===== config.mk =====
export PLATFORM = sky130hd
export DESIGN_NAME = mem_arbiter_flat
export DESIGN_NICKNAME = d
export VERILOG_FILES = /design/src/rtl/mem_arbiter_if.sv /design/src/rtl/mem_arbiter.sv /design/src/flat_wrapper.sv
export SDC_FILE = /design/constraint.sdc
export NUM_CORES = 1
export LEC_CHECK = 0
export CAP_MARGIN = 20
export CORE_MARGIN = 5
export CORE_UTILIZATION = 33
export CTS_BUF_LIST = sky130_fd_sc_hd__clkbuf_8 sky130_fd_sc_hd__clkbuf_16
export DETAILED_ROUTE_END_ITERATION = 8
export PLACE_DENSITY = 0.85
export SYNTH_ARGS = -nofsm -noshare
export SYNTH_HDL_FRONTEND = slang
export SYNTH_SLANG_ARGS = --single-unit

===== constraint.sdc =====
create_clock -name clk -period 5.4 [get_ports clk]
set_input_delay 1.35 -clock clk [delete_from_list [all_inputs] [get_ports clk]]
set_output_delay 1.35 -clock clk [all_outputs]
set_load 0.03 [all_outputs]

===== src/rtl/mem_arbiter_if.sv =====
`default_nettype none
// ============================================================================
// Module   : mem_arbiter_if
// Brief    : Fetch, load/store and memory-port signals of mem_arbiter.
// Revision : 1.0 - initial release
// ============================================================================
interface mem_arbiter_if;
    logic        i_cmd_start;
    logic        i_cmd_ready;
    logic [31:0] i_addr;
    logic [31:0] i_rdata;
    logic        i_rdata_valid;

    logic        d_cmd_start;
    logic        d_cmd_write;
    logic        d_cmd_ready;
    logic [31:0] d_addr;
    logic [31:0] d_wdata;
    logic [31:0] d_rdata;
    logic        d_rdata_valid;

    logic        mem_cmd_start;
    logic        mem_cmd_write;
    logic        mem_cmd_ready;
    logic [31:0] mem_addr;
    logic [31:0] mem_wdata;
    logic [31:0] mem_rdata;
    logic        mem_rdata_valid;

    // Arbiter side: accepts requests, drives the memory port.
    modport slave (
        input  i_cmd_start, i_addr,
        input  d_cmd_start, d_cmd_write, d_addr, d_wdata,
        input  mem_cmd_ready, mem_rdata, mem_rdata_valid,
        output i_cmd_ready, i_rdata, i_rdata_valid,
        output d_cmd_ready, d_rdata, d_rdata_valid,
        output mem_cmd_start, mem_cmd_write, mem_addr, mem_wdata
    );

    // Environment side: requesters and memory.
    modport master (
        output i_cmd_start, i_addr,
        output d_cmd_start, d_cmd_write, d_addr, d_wdata,
        output mem_cmd_ready, mem_rdata, mem_rdata_valid,
        input  i_cmd_ready, i_rdata, i_rdata_valid,
        input  d_cmd_ready, d_rdata, d_rdata_valid,
        input  mem_cmd_start, mem_cmd_write, mem_addr, mem_wdata
    );
endinterface
`default_nettype wire


===== src/rtl/mem_arbiter.sv =====
`default_nettype none
// ============================================================================
// Module   : mem_arbiter
// Brief    : Round-robin arbiter sharing one memory port between fetch and
//            load/store; returns read data to the issuing requester.
// Revision : 1.0 - initial release
// ============================================================================
module mem_arbiter (
    input  wire logic    clk,
    input  wire logic    rst,
    mem_arbiter_if.slave bus
);
    localparam logic c_SEL_I = 1'b0;
    localparam logic c_SEL_D = 1'b1;

    typedef enum logic [0:0] {
        IDLE = 1'b0,
        WAIT = 1'b1
    } state_t;

    state_t      r_state;
    state_t      w_next_state;
    logic        r_last_grant;
    logic        r_owner;
    logic [31:0] r_i_rdata;
    logic [31:0] r_d_rdata;
    logic        r_i_rdata_valid;
    logic        r_d_rdata_valid;

    logic        w_grant_i;
    logic        w_grant_d;
    logic        w_mem_start;
    logic        w_mem_write;
    logic [31:0] w_mem_addr;
    logic [31:0] w_mem_wdata;
    logic        w_capture;

    always_comb begin
        w_next_state = r_state;
        w_grant_i    = 1'b0;
        w_grant_d    = 1'b0;
        w_mem_start  = 1'b0;
        w_mem_write  = 1'b0;
        w_mem_addr   = 32'd0;
        w_mem_wdata  = 32'd0;
        w_capture    = 1'b0;
        case (r_state)
            IDLE: begin
                // Gated by rst so nothing reaches memory during the reset cycle.
                if (!rst && bus.mem_cmd_ready) begin
                    if (bus.d_cmd_start && (!bus.i_cmd_start || r_last_grant == c_SEL_I))
                        w_grant_d = 1'b1;
                    else if (bus.i_cmd_start)
                        w_grant_i = 1'b1;
                end
                if (w_grant_d) begin
                    w_mem_start = 1'b1;
                    w_mem_write = bus.d_cmd_write;
                    w_mem_addr  = bus.d_addr;
                    w_mem_wdata = bus.d_wdata;
                    if (!bus.d_cmd_write)
                        w_next_state = WAIT;
                end else if (w_grant_i) begin
                    w_mem_start  = 1'b1;
                    w_mem_addr   = bus.i_addr;
                    w_next_state = WAIT;
                end
            end
            WAIT: begin
                if (bus.mem_rdata_valid) begin
                    w_capture    = 1'b1;
                    w_next_state = IDLE;
                end
            end
            default: w_next_state = IDLE;
        endcase
    end

    always_ff @(posedge clk) begin
        if (rst) begin
            r_state         <= IDLE;
            r_last_grant    <= c_SEL_I;
            r_owner         <= c_SEL_I;
            r_i_rdata       <= 32'd0;
            r_d_rdata       <= 32'd0;
            r_i_rdata_valid <= 1'b0;
            r_d_rdata_valid <= 1'b0;
        end else begin
            r_state         <= w_next_state;
            r_i_rdata_valid <= 1'b0;
            r_d_rdata_valid <= 1'b0;
            if (w_grant_i) begin
                r_last_grant <= c_SEL_I;
                r_owner      <= c_SEL_I;
            end else if (w_grant_d) begin
                r_last_grant <= c_SEL_D;
                r_owner      <= c_SEL_D;
            end
            if (w_capture) begin
                if (r_owner == c_SEL_D) begin
                    r_d_rdata       <= bus.mem_rdata;
                    r_d_rdata_valid <= 1'b1;
                end else begin
                    r_i_rdata       <= bus.mem_rdata;
                    r_i_rdata_valid <= 1'b1;
                end
            end
        end
    end

    assign bus.i_cmd_ready   = w_grant_i;
    assign bus.d_cmd_ready   = w_grant_d;
    assign bus.mem_cmd_start = w_mem_start;
    assign bus.mem_cmd_write = w_mem_write;
    assign bus.mem_addr      = w_mem_addr;
    assign bus.mem_wdata     = w_mem_wdata;
    assign bus.i_rdata       = r_i_rdata;
    assign bus.i_rdata_valid = r_i_rdata_valid;
    assign bus.d_rdata       = r_d_rdata;
    assign bus.d_rdata_valid = r_d_rdata_valid;
endmodule
`default_nettype wire


===== src/flat_wrapper.sv =====
// flat-port wrapper written by rule: the top's interface ports become plain ports
module mem_arbiter_flat 
  (clk, rst, bus_i_cmd_start, bus_i_addr, bus_d_cmd_start, bus_d_cmd_write, bus_d_addr, bus_d_wdata, bus_mem_cmd_ready, bus_mem_rdata, bus_mem_rdata_valid, bus_i_cmd_ready, bus_i_rdata, bus_i_rdata_valid, bus_d_cmd_ready, bus_d_rdata, bus_d_rdata_valid, bus_mem_cmd_start, bus_mem_cmd_write, bus_mem_addr, bus_mem_wdata);
  mem_arbiter_if bus_i ();
  input  wire logic clk;
  input  wire logic rst;
  input wire logic [$bits(bus_i.i_cmd_start)-1:0] bus_i_cmd_start;
  input wire logic [$bits(bus_i.i_addr)-1:0] bus_i_addr;
  input wire logic [$bits(bus_i.d_cmd_start)-1:0] bus_d_cmd_start;
  input wire logic [$bits(bus_i.d_cmd_write)-1:0] bus_d_cmd_write;
  input wire logic [$bits(bus_i.d_addr)-1:0] bus_d_addr;
  input wire logic [$bits(bus_i.d_wdata)-1:0] bus_d_wdata;
  input wire logic [$bits(bus_i.mem_cmd_ready)-1:0] bus_mem_cmd_ready;
  input wire logic [$bits(bus_i.mem_rdata)-1:0] bus_mem_rdata;
  input wire logic [$bits(bus_i.mem_rdata_valid)-1:0] bus_mem_rdata_valid;
  output wire logic [$bits(bus_i.i_cmd_ready)-1:0] bus_i_cmd_ready;
  output wire logic [$bits(bus_i.i_rdata)-1:0] bus_i_rdata;
  output wire logic [$bits(bus_i.i_rdata_valid)-1:0] bus_i_rdata_valid;
  output wire logic [$bits(bus_i.d_cmd_ready)-1:0] bus_d_cmd_ready;
  output wire logic [$bits(bus_i.d_rdata)-1:0] bus_d_rdata;
  output wire logic [$bits(bus_i.d_rdata_valid)-1:0] bus_d_rdata_valid;
  output wire logic [$bits(bus_i.mem_cmd_start)-1:0] bus_mem_cmd_start;
  output wire logic [$bits(bus_i.mem_cmd_write)-1:0] bus_mem_cmd_write;
  output wire logic [$bits(bus_i.mem_addr)-1:0] bus_mem_addr;
  output wire logic [$bits(bus_i.mem_wdata)-1:0] bus_mem_wdata;
  assign bus_i.i_cmd_start = bus_i_cmd_start;
  assign bus_i.i_addr = bus_i_addr;
  assign bus_i.d_cmd_start = bus_d_cmd_start;
  assign bus_i.d_cmd_write = bus_d_cmd_write;
  assign bus_i.d_addr = bus_d_addr;
  assign bus_i.d_wdata = bus_d_wdata;
  assign bus_i.mem_cmd_ready = bus_mem_cmd_ready;
  assign bus_i.mem_rdata = bus_mem_rdata;
  assign bus_i.mem_rdata_valid = bus_mem_rdata_valid;
  assign bus_i_cmd_ready = bus_i.i_cmd_ready;
  assign bus_i_rdata = bus_i.i_rdata;
  assign bus_i_rdata_valid = bus_i.i_rdata_valid;
  assign bus_d_cmd_ready = bus_i.d_cmd_ready;
  assign bus_d_rdata = bus_i.d_rdata;
  assign bus_d_rdata_valid = bus_i.d_rdata_valid;
  assign bus_mem_cmd_start = bus_i.mem_cmd_start;
  assign bus_mem_cmd_write = bus_i.mem_cmd_write;
  assign bus_mem_addr = bus_i.mem_addr;
  assign bus_mem_wdata = bus_i.mem_wdata;
  mem_arbiter u_core (.clk(clk), .rst(rst), .bus(bus_i));
endmodule

# [Word-level counts from Yosys, hierarchy flattened]
# Index checks and enable logic that the tools add are counted.
[word_totals] register_bits=68 input_bits=135 output_inout_bits=134 word_cells=45
[op_classes] mux=27 bitwise_logic=3 reduce_logical=9
[op_table] operator="32-bit two-way mux" n=5
[op_table] operator="1-bit two-way mux" n=21
[op_table] operator="2-bit AND reduction" n=2
[op_table] operator="2-bit OR reduction" n=2
[op_table] operator="1-bit inverter" n=3
[op_table] operator="1-bit logical AND" n=2
[op_table] operator="1-bit logical NOT" n=2
[op_table] operator="1-bit case mux with 2 select lines" n=1
[op_table] operator="1-bit logical OR" n=1

# [Logic depth before layout (Yosys ltp)]
# Gate-level depths: netlist of the first run.
[depth] ltp_word=9 ltp_mapped=7 mapped_depth_nobuf=3

# [Worst setup path after synthesis of the first run]
# Ideal clock, no wire load.
[synth_timing] kind="input -> output" start="in rst" end="out bus_mem_wdata[22]" arrival_ns=2.546 required_ns=4.050 path_slack_ns=1.504 cell_stages=6 n_path_buf=3 path_cell_list="buf_2 nor3b_4 and3_1 buf_4 buf_2 and2_1"
[synth_between] elab_chain_len=6
[synth_lines] item="from (decl)" line_no="flat_wrapper.sv:6" source="input wire logic rst;"
[synth_lines] item="1-bit logical NOT" line_no="mem_arbiter.sv:50" source="if (!rst && bus.mem_cmd_ready) begin"
[synth_lines] item="1-bit logical AND" line_no="mem_arbiter.sv:50"
[synth_lines] item="1-bit two-way mux" line_no="mem_arbiter.sv:50"
[synth_lines] item="1-bit two-way mux" line_no="mem_arbiter.sv:47" source="case (r_state)"
[synth_lines] item="32-bit two-way mux" line_no="mem_arbiter.sv:56" source="if (w_grant_d) begin"
[synth_lines] item="32-bit two-way mux" line_no="mem_arbiter.sv:47"
[synth_lines] item="to (decl)" line_no="flat_wrapper.sv:25" source="output wire logic [$bits(bus_i.mem_wdata)-1:0] bus_mem_wdata;"
# No other way between the ends. The select of a mux whose other input is x is not followed.

# [Final worst setup path of the first run]
[layout_timing] start="in bus_mem_cmd_ready" end="out bus_mem_addr[7]"
[layout_between] elab_chain_len=6 elab_cells_between_ends=8 classes_between="7 x mux; 1 x reduce/logical"
[layout_lines] item="from (decl)" line_no="flat_wrapper.sv:13" source="input wire logic [$bits(bus_i.mem_cmd_ready)-1:0] bus_mem_cmd_ready;"
[layout_lines] item="1-bit logical AND (*)" line_no="mem_arbiter.sv:50"
[layout_lines] item="1-bit two-way mux" line_no="mem_arbiter.sv:50"
[layout_lines] item="1-bit two-way mux" line_no="mem_arbiter.sv:47"
[layout_lines] item="32-bit two-way mux" line_no="mem_arbiter.sv:63" source="end else if (w_grant_i) begin"
[layout_lines] item="32-bit two-way mux (*)" line_no="mem_arbiter.sv:56"
[layout_lines] item="32-bit two-way mux (*)" line_no="mem_arbiter.sv:47"
[layout_lines] item="to (decl)" line_no="flat_wrapper.sv:24" source="output wire logic [$bits(bus_i.mem_addr)-1:0] bus_mem_addr;"
# Mark *: on every way between the ends. The rest lies on a longest branch, timed or not. The select of a mux whose other input is x is not followed.

==> flow_summary.rst, run 1 <==
.. list-table::
   :header-rows: 1

   * - Metric
     - Value
   * - Headroom to the max-slew limit
     - a little over half
   * - Via/cell ratio
     - about 4.9
   * - Number of distinct library cell variants in the gate-level netlist after synthesis
     - 22
   * - Setup repair after global routing missed its margin
     - no
   * - Area inside the core boundary
     - 0.00872 sq mm
   * - Highest achievable clock rate
     - between 200 and 250 MHz
   * - Critical path's slowest cell
     - sky130_fd_sc_hd__clkdlybuf4s50_1
   * - Setup CP Type
     - input port to primary output
   * - Count of endpoints failing setup in the final report
     - 0
   * - CP max FO
     - 30
   * - Worst Skew
     - about 0.0082 ns
   * - Bufs and invs on worst path
     - 3
   * - Placement row count
     - 34
   * - Signed area change from the synthesized netlist to the final layout
     - 99.2%
   * - Cell Area, Placed
     - ~0.0057 sq mm
   * - Post-CTS Setup Bufs
     - 0
   * - Worst VDD drop
     - ~0.26 mV
   * - Worst-skew pair later-pin latency
     - between 0.3 and 0.4 ns
   * - Class of the most critical hold timing path
     - flip-flop to flip-flop
   * - Gate power share
     - a little over a fifth
   * - Final total negative setup slack
     - 0 ns
   * - Status
     - completed
   * - Number of buffers inserted for hold repair after clock tree synthesis
     - 0
   * - Number of pins exceeding their max-slew limit in the final report
     - 0
   * - Slowest cell delay on critical path
     - ~0.7 ns
   * - Seq/Total Area, Yosys
     - 46.1%
   * - Detail Route Antenna Nets
     - 0
   * - Cell chain of the critical path
     - clkdlybuf4s50_1 -> nor3b_4 -> and3_2 -> buf_4 -> a22o_1 -> clkdlybuf4s50_1
   * - Io pins
     - 269
   * - Post-synth net total
     - around 510
   * - Total of warnings raised by yosys
     - 0
   * - Largest net degree at the start of global routing
     - 69
   * - Count of endpoints failing hold in the final timing report
     - 0
   * - Height of the die
     - around 100 um
   * - Detailed-route via count
     - approximately 3600
   * - Clock tree root buffer cell
     - sky130_fd_sc_hd__clkbuf_8
   * - Min Clock Period, post-route
     - about 4.8 ns
   * - Launching element type of the critical path
     - input port
   * - First-pass GRT wire length
     - approximately 21000 um
   * - Post-detailed-routing wire length
     - between 10000 and 15000 um
   * - CTS clock-pin slew for the worst setup and hold paths
     - ~0.070 ns
   * - Sink count of the clock tree
     - 68
   * - Combined area of all synthesized cells
     - a little under 0.003 sq mm
   * - TritonCTS clock tree
     - done
   * - Global-route usage over all layers
     - between 20% and 30%
   * - Overall overflow remaining after global route
     - 0
   * - Slew at the pin closest to its max-slew limit
     - 0.687 ns
   * - Cell family contributing the most delay on the critical path
     - buffers and inverters
   * - Switching Fraction
     - 24.9%
   * - First DRT Iteration DRCs
     - a little under 200
   * - Clock buffer count from CTS
     - 9
   * - Max-cap violation count
     - 0
   * - Global placement routability congestion
     - approximately 0.9
   * - Clock Tree Buf Depth
     - 2
   * - Count of instances resized after the clock tree is built
     - 0
   * - Diodes inserted
     - 0
   * - Kind of end point of the critical path
     - primary output
   * - Routed wirelength normalized by instance count
     - between 15 and 20 um
   * - Power density over the cells
     - roughly 200 mW/mm^2
   * - Starting density of the core
     - between 30% and 40%
   * - Worst Path Required
     - 4.05 ns
   * - Leak Pwr
     - ~2.1 nW
   * - Nets
     - roughly 770
   * - Switching power summed over all nets
     - slightly below 0.0003 W
   * - Dominant cell type by count on the critical path
     - sky130_fd_sc_hd__clkdlybuf4s50_1
   * - Arrival time of the worst setup path
     - approximately 3.5 ns
   * - Final Cycle Share
     - 89.3%
   * - Mapped Avg Cell Area
     - 7.83 sq um
   * - Fraction of power consumed by sequential logic
     - roughly 43%
   * - Filler Cell Count
     - between 700 and 800
   * - Initial antenna violation count
     - 0
   * - Clock network fraction of design power
     - 35.2%
   * - Ratio of cells with drive above 1 in the final layout
     - approximately 4.6%
   * - Final standard cell area without fillers
     - 0.00588 sq mm
   * - H-tree level count
     - 3
   * - DRC Markers
     - 0
   * - Internal power component
     - 0.000886 W
   * - Count of buffers from port buffering
     - 268
   * - Via count of the first global-routing pass
     - about 3500
   * - Detailed-placement wirelength estimate
     - between 10000 and 15000 um
   * - FF+latch count, synth
     - ~70
   * - 1st-pass router iterations
     - 4
   * - Chip Width
     - roughly 100 um
   * - Gate count after technology mapping
     - between 300 and 400
   * - Die outline area
     - about 0.011 sq mm
## power by group through the flow
| stage | Clock (W) | Sequential [W] | Combinational (W) |
|---|---|---|---|
| 2_1_floorplan | 0 | 0.000532 | 0.0000848 |
| 3_3_place_gp | 0 | 0.000522 | 0.000248 |
| 3_5_place_dp | 0 | 0.000522 | 0.000253 |
| 4_1_cts | 0.000423 | 0.000511 | 0.000254 |
| 5_1_grt | 0.000453 | 0.000511 | 0.000265 |
| 6_report | 0.000415 | 0.000511 | 0.000253 |
## flip-flops by register name, summed over array words and instances, names as in the netlist
register,count
u_core.bus.i_rdata,32
u_core.bus.d_rdata_valid,1
u_core.bus.d_rdata,32
u_core.r_state,1
u_core.r_last_grant,1
u_core.bus.i_rdata_valid,1
## logic make-up (layout without fill, tap and decap cells)
group	Yosys count	count (layout)	synth area share (%)
AOI/OAI and AO/OA	100	100	21.4
buffers and inverters	35	293	6.14
DFF	68	68	46.1
and+or+nand+nor	174	174	26.4
## layout make-up
| class | count | area, sq um | share of cell area (%) |
|---|---|---|---|
| timing repair buffer | 276 | 2770 | 47.1 |
| multi-input combinational | 274 | 1410 | 24.0 |
| sequential | 68 | 1360 | 23.1 |
| clock buffer | 11 | 151 | 2.57 |
| tap | 108 | 135 | 2.30 |
| clock inverter | 5 | 51.3 | 0.872 |
| inverter | 1 | 3.75 | 0.0638 |
## synthesized netlist by cell type (all sizes together)
master,instances,area [sq um]
or2,1,6.26
clkbuf,15,56.3
nand2b,1,6.26
a21boi,1,7.51
a22o,32,280
and3b,1,8.76
nand3b,1,7.51
a21oi,65,325
nand3,1,5.00
buf,19,121
o21ba,1,10.0
and2,33,206
and3,3,18.8
nor2,2,7.51
nor3b,1,18.8
inv,1,3.75
nand2,129,484
nand4b,1,8.76
dfxtp,68,1360
a32oi,1,8.76
## worst min-delay path, cell delays in order, from the launching register on
cell                      delay (ns)
sky130_fd_sc_hd__dfxtp_1        0.31
sky130_fd_sc_hd__nand2_1        0.05
sky130_fd_sc_hd__a21oi_1        0.05
## metrics by stage
stage	worst slack, ns	utilization (%)	total power (W)	hold slack (ns)	instances
final	0.577	67.4	0.00118	0.454	743
after global placement	0.637	64.8	0.000770	0.441	726
after CTS	0.577	67.4	0.00119	0.455	743
after floorplan	1.50	-	0.000616	0.584	377
after detailed placement	0.582	65.1	0.000775	0.446	727
after global routing	0.469	67.4	0.00123	0.473	743
## layout by cell type, fill, tap and decap left out, drive strengths merged, types with 3 or more instances in the layout
master / count
buf: 10
and2: 33
dfxtp: 68
a22o: 32
clkbuf: 11
a21oi: 65
clkdlybuf4s50: 266
and3: 3
nand2: 129
## worst paths after layout
kind	startpoint	to	cells after the start	slack [ns]
max reg2reg	u_core.r_state$_SDFF_PP0_	u_core.bus.i_rdata[28]$_SDFFE_PP0P_	4	3.85
min	u_core.bus.d_rdata[6]$_SDFFE_PP0P_	u_core.bus.d_rdata[6]$_SDFFE_PP0P_	2	0.45
min reg2reg	u_core.bus.d_rdata[6]$_SDFFE_PP0P_	u_core.bus.d_rdata[6]$_SDFFE_PP0P_	2	0.45
max	bus_mem_cmd_ready	bus_mem_addr[7]	6	0.58
## per-layer routing
layer / part of all wire (%) / up-vias / global-route usage, % / wire length (um)
met5: 0 / - / 0 / 0
met4: 1.7 / 0 / 6.30 / 227
met3: 7.4 / 19 / 7.64 / 1010
met2: 52 / 160 / 43.3 / 7160
met1: 39 / 1683 / 27.3 / 5320
li1: - / 1755 / - / -
Power figures use the tool's default switching activity.
==> inputs of run 2 (changes only) <==
Settings changed: PLACE_DENSITY 0.85 to default, PLACE_DENSITY_LB_ADDON from default to 0.12.
==> run 2 against run 1 <==
Sequential cell count unchanged. Fmax decreased by 0.39%. Sequential power about the same. Count of clock-buffer cells in the layout shrank 2. Setup slack worse by 0.019 ns. Non-clock buffer count decreased by 1. Critical endpoint is now bus_mem_addr[10]. Largest power group unchanged.
==> flow_summary.rst, run 2 (synthesis gave the netlist of run 1 again) <==
.. list-table::
   :header-rows: 1

   * - Metric
     - Value
   * - Overall overflow remaining after global route
     - 0 (unchanged)
   * - Sink count of the clock tree
     - 68 (unchanged)
   * - Clock buffer count from CTS
     - 9 (unchanged)
   * - Number of cells on the worst hold path
     - 2 (unchanged)
   * - Count of endpoints failing setup in the final report
     - 0 (unchanged)
   * - Global placement routability congestion
     - 0.897 (+0.31%)
   * - Signed area change from the synthesized netlist to the final layout
     - 101%
   * - Cell Area, Placed
     - 0.00576 sq mm (+1.5%)
   * - Commonest non-fill, non-tap cell in the layout
     - sky130_fd_sc_hd__clkdlybuf4s50_1
   * - Slew at the pin closest to its max-slew limit
     - 0.701 ns (+0.0141 ns)
   * - Ratio of cells with drive above 1 in the final layout
     - 5.99% (+1.4 points)
   * - Global-route usage over all layers
     - 25.2% (+1.3 points)
   * - CP max FO
     - 34 (+13%)
   * - GR met2 Demand/Resource
     - 41.1% (-2.1 points)
   * - Initial antenna violation count
     - 0 (unchanged)
   * - Height of the die
     - 105 um (unchanged)
   * - Number of buffers inserted for hold repair after clock tree synthesis
     - 0 (unchanged)
   * - Critical path's slowest cell
     - sky130_fd_sc_hd__clkdlybuf4s50_1
   * - Commonest non-fill, non-tap cells in the layout
     - sky130_fd_sc_hd__clkdlybuf4s50_1, sky130_fd_sc_hd__nand2_1, sky130_fd_sc_hd__dfxtp_1
   * - Launching element type of the critical path
     - input port
   * - Dominant cell type by count on the critical path
     - sky130_fd_sc_hd__clkdlybuf4s50_1
   * - Max-cap violation count
     - 0 (unchanged)
   * - Leak Pwr
     - 2.12 nW (+1.8%)
   * - Logic depth of the worst setup path including buffers
     - 6 (unchanged)
   * - Detailed-placement wirelength estimate
     - 11400 um (+5.7%)
   * - 1st-pass router iterations
     - 4 (unchanged)
   * - Final standard cell area without fillers
     - 0.00595 sq mm (+1.1%)
   * - Io pins
     - 269 (unchanged)
   * - Cell chain of the critical path
     - clkdlybuf4s50_1 -> nor3b_4 -> and3_1 -> buf_4 -> a22o_1 -> clkdlybuf4s50_1
   * - Via/cell ratio
     - 4.89 (+0.52%)
   * - Met1 usage
     - 29.5% (+2.2 points)
   * - Share of the core filled with cells
     - 68.2% (+0.73 points)
   * - Count of instances resized after the clock tree is built
     - 0 (unchanged)
   * - Class of the most critical hold timing path
     - flip-flop to flip-flop
   * - Power density over the cells
     - 197 mW/mm^2 (-1.8%)
   * - Worst-skew pair later-pin latency
     - 0.34 ns (about the same)
   * - Chip Width
     - 105 um (unchanged)
   * - Clock Tree Buf Depth
     - 2 (unchanged)
   * - Bufs and invs on worst path
     - 3 (unchanged)
   * - Routed wirelength normalized by instance count
     - 19.4 um (+5.1%)
   * - Worst reg-to-reg path cell count
     - 4 (unchanged)
   * - Placement row count
     - 34 (unchanged)
   * - Final Cycle Share
     - 89.7% (+0.35 points)
   * - Post-CTS Setup Bufs
     - 0 (unchanged)
   * - Number of pins exceeding their max-slew limit in the final report
     - 0 (unchanged)
   * - DRC Markers
     - 0 (unchanged)
   * - Die outline area
     - 0.0109 sq mm (unchanged)
   * - Clock tree root buffer cell
     - sky130_fd_sc_hd__clkbuf_8
   * - First DRT Iteration DRCs
     - 172 (-12%)
   * - H-tree level count
     - 3 (unchanged)
   * - TritonCTS clock tree
     - done
   * - Worst Path Required
     - 4.05 ns (about the same)
   * - Nets
     - 764 (-0.13%)
   * - Worst VDD drop
     - 0.146 mV (-44%)
   * - Final worst setup slack
     - 0.558 ns (-0.0187 ns)
   * - Headroom to the max-slew limit
     - 53.3% (-0.94 points)
   * - Filler Cell Count
     - 739 (+4.4%)
   * - CTS clock-pin slew for the worst setup and hold paths
     - 0.07 ns (about the same)
   * - Detailed-route via count
     - 3631 (+0.39%)
   * - Setup CP Type
     - input port to primary output
   * - Status
     - completed
   * - First-pass GRT wire length
     - 21300 um (+3.0%)
   * - Arrival time of the worst setup path
     - 3.49 ns (+0.02 ns)
   * - Post-detailed-routing wire length
     - 14400 um (+5.0%)
   * - Grt met3 use
     - 9.99% (+2.3 points)
   * - Min Clock Period, post-route
     - 4.84 ns (+0.0187 ns)
   * - Starting density of the core
     - 33.9% (unchanged)
   * - Diodes inserted
     - 0 (unchanged)
   * - Most congested layer reported by global routing
     - met2
   * - Largest net degree at the start of global routing
     - 69 (unchanged)
   * - Count of endpoints failing hold in the final timing report
     - 0 (unchanged)
   * - Cell family contributing the most delay on the critical path
     - buffers and inverters
   * - Setup repair after global routing missed its margin
     - no
   * - Setup slack at placement
     - 0.562 ns (-0.0196 ns)
   * - Via count of the first global-routing pass
     - 3622 (+2.7%)
   * - Kind of end point of the critical path
     - primary output
   * - Slowest cell delay on critical path
     - 0.70 ns (about the same)
   * - Highest achievable clock rate
     - 207 MHz (-0.39%)
   * - Final total negative setup slack
     - 0 ns (unchanged)
   * - Count of buffers from port buffering
     - 268 (unchanged)
   * - Area inside the core boundary
     - 0.00872 sq mm (unchanged)
   * - Worst Skew
     - 0.00952 ns (+0.00130 ns)
   * - Detail Route Antenna Nets
     - 0 (unchanged)
==> run 2: cell count changes in the layout (fill, tap and decap cells not counted), sizes merged <==
| cell | delta |
|---|---|
| clkdlybuf4s50 | -11 |
| clkinv | +1 |
| buf | +10 |
| clkbuf | -2 |
| inv | +1 |
==> run 2: final timing paths <==
check,end,slack (ns),from
worst min-delay path,u_core.bus.d_rdata[17]$_SDFFE_PP0P_,0.45,u_core.bus.d_rdata[17]$_SDFFE_PP0P_
worst max register to register,u_core.bus.i_rdata[26]$_SDFFE_PP0P_,3.78,u_core.r_state$_SDFF_PP0_
worst max-delay path,bus_mem_addr[10],0.56,bus_mem_cmd_ready
worst min register to register,u_core.bus.d_rdata[17]$_SDFFE_PP0P_,0.45,u_core.bus.d_rdata[17]$_SDFFE_PP0P_
==> run 2: where the power goes <==
part	leakage (nW)	switching [W]	total, W	internal [W]
registers	0.548	0.00000362	0.000511	0.000507
logic	1.47	0.000115	0.000265	0.000150
clock network	0.101	0.000188	0.000395	0.000207
==> run 2: metrics by stage <==
stage	std cells	hold slack, ns	total power, W
2_1_floorplan	377	0.584	0.000616
3_3_place_gp	726	0.442	0.000784
3_5_place_dp	726	0.446	0.000785
4_1_cts	742	0.456	0.00118
5_1_grt	742	0.472	0.00122
6_report	742	0.453	0.00117
==> run 2: area by class of cell <==
class	count	area, sq um	share of cell area (%)
Clock buffer	9	124	2.08
Clock inverter	7	60.1	1.01
Inverter	1	3.75	0.0631
Multi-Input combinational cell	274	1410	23.7
Sequential cell	68	1360	22.9
Tap cell	108	135	2.27
Timing Repair Buffer	275	2850	47.9
==> run 2: tightest hold or removal path, delay by kind of cell (launching register included) <==
kind	cells	cell delay [ns]
and+or+nand+nor	1	0.05
AOI/OAI and AO/OA	1	0.05
DFF	1	0.31
==> run 2: per-layer routing <==
layer,vias to the layer above,wire length [um]
met5,-,0
met4,0,566
met3,32,1380
met2,164,6750
met1,1685,5700
li1,1750,-
